### src/rtl/fft_bitrev_reorder.sv
// Output reorder stage for the radix-2^2 SDF FFT: accepts bit-reversed frames and
// replays each one in natural order from a ping-pong buffer, back-to-back at full rate.
module fft_bitrev_reorder #(
   parameter int DATA_WIDTH = 16,
   parameter int N_POINTS   = 16
) (
   input  logic                  clk,
   input  logic                  rst,
   input  logic                  en,
   input  logic [DATA_WIDTH-1:0] in_re,
   input  logic [DATA_WIDTH-1:0] in_im,
   output logic                  out_valid,
   output logic [DATA_WIDTH-1:0] out_re,
   output logic [DATA_WIDTH-1:0] out_im,
   output logic                  out_first,
   output logic                  out_last
);

   localparam int LOG2N = $clog2(N_POINTS);
   localparam logic [LOG2N-1:0] LAST_IDX = LOG2N'(N_POINTS - 1);

   typedef enum logic {
      IDLE,
      READ
   } state_t;

   state_t state, state_nxt;

   logic [LOG2N-1:0]        wr_cnt;
   logic [LOG2N-1:0]        rd_cnt, rd_cnt_nxt;
   logic                    wr_bank;
   logic                    rd_bank, rd_bank_nxt;
   logic                    frame_done;
   logic                    rd_en;
   logic [2*DATA_WIDTH-1:0] rd_word;

   // Both banks share one array; the bank select is the address MSB.
   logic [2*DATA_WIDTH-1:0] mem [0:2*N_POINTS-1];

   function automatic logic [LOG2N-1:0] bitrev(input logic [LOG2N-1:0] k);
      logic [LOG2N-1:0] r;
      for (int i = 0; i < LOG2N; i++) begin
         r[i] = k[LOG2N-1-i];
      end
      return r;
   endfunction

   assign frame_done = en && (wr_cnt == LAST_IDX);
   assign rd_word    = mem[{rd_bank, rd_cnt}];

   // Write side: scatter samples to their natural-order slot.
   always_ff @(posedge clk) begin
      if (rst) begin
         wr_cnt  <= '0;
         wr_bank <= 1'b0;
      end else if (en) begin
         wr_cnt <= wr_cnt + 1'b1;
         if (frame_done) begin
            wr_bank <= ~wr_bank;
         end
      end
   end

   always_ff @(posedge clk) begin
      if (en && !rst) begin
         mem[{wr_bank, bitrev(wr_cnt)}] <= {in_re, in_im};
      end
   end

   // Read FSM: a completed frame hands over its bank; a frame that completes on the
   // final read edge chains straight into the next readout.
   always_comb begin
      state_nxt   = state;
      rd_cnt_nxt  = rd_cnt;
      rd_bank_nxt = rd_bank;
      rd_en       = 1'b0;
      case (state)
         IDLE: begin
            if (frame_done) begin
               state_nxt   = READ;
               rd_cnt_nxt  = '0;
               rd_bank_nxt = wr_bank;
            end
         end
         READ: begin
            rd_en = 1'b1;
            if (rd_cnt == LAST_IDX) begin
               rd_cnt_nxt = '0;
               if (frame_done) begin
                  rd_bank_nxt = wr_bank;
               end else begin
                  state_nxt = IDLE;
               end
            end else begin
               rd_cnt_nxt = rd_cnt + 1'b1;
            end
         end
         default: begin
            state_nxt = IDLE;
         end
      endcase
   end

   always_ff @(posedge clk) begin
      if (rst) begin
         state     <= IDLE;
         rd_cnt    <= '0;
         rd_bank   <= 1'b0;
         out_valid <= 1'b0;
         out_first <= 1'b0;
         out_last  <= 1'b0;
         out_re    <= '0;
         out_im    <= '0;
      end else begin
         state     <= state_nxt;
         rd_cnt    <= rd_cnt_nxt;
         rd_bank   <= rd_bank_nxt;
         out_valid <= rd_en;
         out_first <= rd_en && (rd_cnt == '0);
         out_last  <= rd_en && (rd_cnt == LAST_IDX);
         if (rd_en) begin
            {out_re, out_im} <= rd_word;
         end
      end
   end

endmodule

### config.mk
export PLATFORM = sky130hd
export DESIGN_NAME = fft_bitrev_reorder
export DESIGN_NICKNAME = d
export VERILOG_FILES = /design/src/rtl/fft_bitrev_reorder.sv
export SDC_FILE = /design/constraint.sdc
export NUM_CORES = 1
export LEC_CHECK = 0
export ABC_AREA = 1
export CORE_MARGIN = 5
export CORE_UTILIZATION = 42
export DETAILED_ROUTE_END_ITERATION = 6
export DONT_BUFFER_PORTS = 1
export MAX_ROUTING_LAYER = met4
export PLACE_DENSITY = 0.56
export SKIP_CTS_REPAIR_TIMING = 1
export SYNTH_ARGS = -nofsm -noshare
export SYNTH_HDL_FRONTEND = slang
export SYNTH_SLANG_ARGS = --single-unit
### constraint.sdc
create_clock -name clk -period 3.8 [get_ports clk]
set_input_delay 0.76 -clock clk [delete_from_list [all_inputs] [get_ports clk]]
set_output_delay 0.76 -clock clk [all_outputs]
set_load 0.05 [all_outputs]
==> metrics.txt <==
status finished clean; most common flop cell mapped by yosys edfxtp_1; ys async rst share 0%; Setup Skew approximately 27 ps; Min-Delay Path Depth 1; Residual DRC 0; Hold WS 144.9 ps; r2r setup slk between 1000 and 1500 ps; Reg-to-Reg Start rd_cnt[3]; worst-margin pin slew roughly 1000 ps; Post-DP Area about 46000 um^2; Crit Path Class flip-flop to flip-flop; Sw Pwr ~0.0046 W; DIE AREA around 110000 um^2; worst setup margin about 1300 ps; Leak 19.22 nW; Worst path max stage delay 670 ps; number of synthesized flops with an enable pin 1024; post-synth top area cell edfxtp_1; Worst path slowest cell dfxtp_4; crit-path max FO 26; Slew headroom between 30% and 40%; PortBufs 0; GP Congestion 0.8132; R2R depth 8; DRT iter0 DRCs about 2800; via count 28750; CTS root buf clkbuf_16; Clock power frac 45.1%; worst skew pair latency just under 700 ps; Startpoint Class flip-flop; Setup TNS Final 0 ps; P&R area growth vs syn 12.77%; YS warnings 0; Final Hold Vio Count 0; Syn Nets between 4000 and 5000; Reg power frac roughly 54%; mapped cell area 44400 um^2; Final nets slightly above 4000; Design Area, Final roughly 50000 um^2; Critical Path Most Common Cell a21oi_1; WL/cell 21.65 um; synth top area cells edfxtp_1 69%, nand2_1 12%, nand3_1 7.0%, inv_1 3.7%, dfxtp_1 2.1%; worst path cell trace nor2_4 -> inv_2 -> buf_4 -> a21oi_1 -> nor2_1 -> nand2_1 -> nand3_1 -> a21oi_1; Final setup viols 0; unrepaired setup endpoints after global routing no; fraction of layout cells with a size suffix above 1 7.397%; Die Y 335.1 um; largest net degree at the start of global routing between 150 and 200; Hold Path End out_re[9]; CTS Buf Count roughly 110; pre-CTS setup slack just over 1000 ps; Initial Util ~42%; clock tree buffer depth 3; initial antenna violation count 1; Cell Pwr Density around 480 nW/um^2; register bit total from synthesis approximately 1100; Net Sw Frac roughly a fifth; clock sinks ~1100; Via density approximately 5.1; CP Capture Type flip-flop; DRT Pass-1 Iters 5; WP data arrival around 3100 ps; crit path time final 2502 ps; vias in the first global route 26840; Tot GR Track Use ~22%; type of the worst min-delay path primary input to flip-flop; Final Core Density between 40 and 50%; Cells after Synth between 4000 and 5000; Slew Viols, Final 0; WP data required ~4400 ps; num rows between 100 and 150; Max Clk Rate ~0.40 GHz; combinational power share less than 1%; hpwl dp approximately 66000 um; CORE AREA ~110000 um^2; first-pass GRT wire length 178900 um; Worst-path clk slew roughly 60 ps; reg2reg end out_re[13]; Ports 70; ANT nets after route 0; die width ~340 um; Netlist cell types 24; IR drop worst, VDD a little over 0.4 mV; share of the synthesized area in the top cell type between 60 and 70%; TritonCTS clock tree done; fin crit share between 60 and 70%; grt ovf 0; H-Tree Depth 3; Routed Wire Length 121500 um; Max Cap Viol 0; Seq/Total Area, Yosys between 70% and 80%; HP Start rst; filler instances roughly 9700; Mapped Avg Cell Area about 11 um^2; Internal Power approximately 0.019 W
## critical path: cells and delay by family (launching register included)
| family | cells | cell delay [ps] |
|---|---|---|
| AND/OR/NAND/NOR | 4 | 490 |
| buffers and inverters | 2 | 1060 |
| flip-flops | 1 | 670 |
| AO/OA/AOI/OAI | 2 | 160 |
## registers in the layout, summed over array words and instances, names as in the netlist
| name | count |
|---|---|
| mem | 1024 |
| out_first | 1 |
| out_im | 16 |
| out_last | 1 |
| out_re | 16 |
| out_valid | 1 |
| rd_bank | 1 |
| rd_cnt | 4 |
| state | 1 |
| wr_bank | 1 |
| wr_cnt | 4 |
## worst max path at each step
stage | cells past startpoint | from | to | slack, ps
finish | 8 | rd_cnt[3] | out_re[13] | 1300
global route | 11 | rd_cnt[0] | out_im[6] | 1210
CTS | 8 | rd_cnt[3] | out_re[13] | 1360
detailed placement | 5 | en | mem[19][6] | 1020
global placement | 5 | en | mem[19][8] | 1090
floorplan | 4 | en | mem[0][0] | 780
## per-layer routing
| metal | vias to the layer above | GRT usage [%] | wire (um) |
|---|---|---|---|
| met4 | 0 | 6.108 | 3567 |
| met5 | - | - | 0 |
| met3 | 219 | 4.871 | 10020 |
| met2 | 991 | 33.74 | 55720 |
| met1 | 13860 | 29.81 | 52190 |
| li1 | 13680 | - | - |
## synth_stat cells, types with 2 or more instances
library cell  count
a211oi_1          2
a21oi_1         104
buf_1            24
buf_2           115
buf_4            14
buf_6             3
clkbuf_1         68
dfxtp_1          46
edfxtp_1       1024
ha_1              3
inv_1           443
inv_2             3
nand2_1        1384
nand3_1         622
nor2_1          228
o21ai_0          39
## cells in the final DEF, fill, tap and decap left out, types with 2 or more instances in the layout
master and instances:
clkbuf_8 15, clkbuf_1 22, nand3_1 622, o21ai_0 39, clkinvlp_4 4, nor2_4 34, nand2_1 1384, inv_1 441
dfxtp_1 40, inv_2 2, ha_1 3, buf_12 25, nor2_1 196, clkinv_2 21, dfxtp_2 2, inv_8 2
a211oi_1 2, clkinv_1 25, inv_6 3, bufinv_16 4, dfxtp_4 4, buf_4 75, clkbuf_16 119, diode_2 2
a21oi_1 104, edfxtp_1 1024
## power groups by stage
stage,clock (W),sequential [W],combinational (W)
floorplan,0,0.0132,0.0000830
global placement,0,0.0132,0.000135
detailed placement,0,0.0132,0.000135
CTS,0.0109,0.0130,0.000136
global route,0.0114,0.0130,0.000151
finish,0.0107,0.0130,0.000136
## cell families (layout without fill, tap and decap cells)
group,Yosys count,in the layout,synth area share [%]
buffers and inverters,671,759,6.166
DFF,1070,1070,71.34
AOI/OAI and AO/OA,147,147,1.694
adders and majority gates,3,3,0.08456
other,0,2,0
and+or+nand+nor,2239,2239,20.72
## per-stage QoR
step,cells,power (W)
3_5_place_dp,5397,0.01334
6_report,5611,0.02383
3_3_place_gp,5397,0.01334
2_1_floorplan,4130,0.01329
5_1_grt,5610,0.02452
4_1_cts,5609,0.02403
## cell type report
| type | instances | area [um^2] | share of cell area [%] |
|---|---|---|---|
| Tap cell | 1391 | 1740 | 3.476 |
| Multi-Input combinational cell | 2389 | 10230 | 20.44 |
| Sequential cell | 1070 | 31690 | 63.29 |
| Timing Repair Buffer | 100 | 1064 | 2.124 |
| Clock buffer | 156 | 3267 | 6.525 |
| Clock inverter | 56 | 375.4 | 0.7497 |
| Inverter | 447 | 1694 | 3.384 |
| Antenna cell | 2 | 5.005 | 0.009996 |
Note: power is estimated with default switching activity, not from simulation.
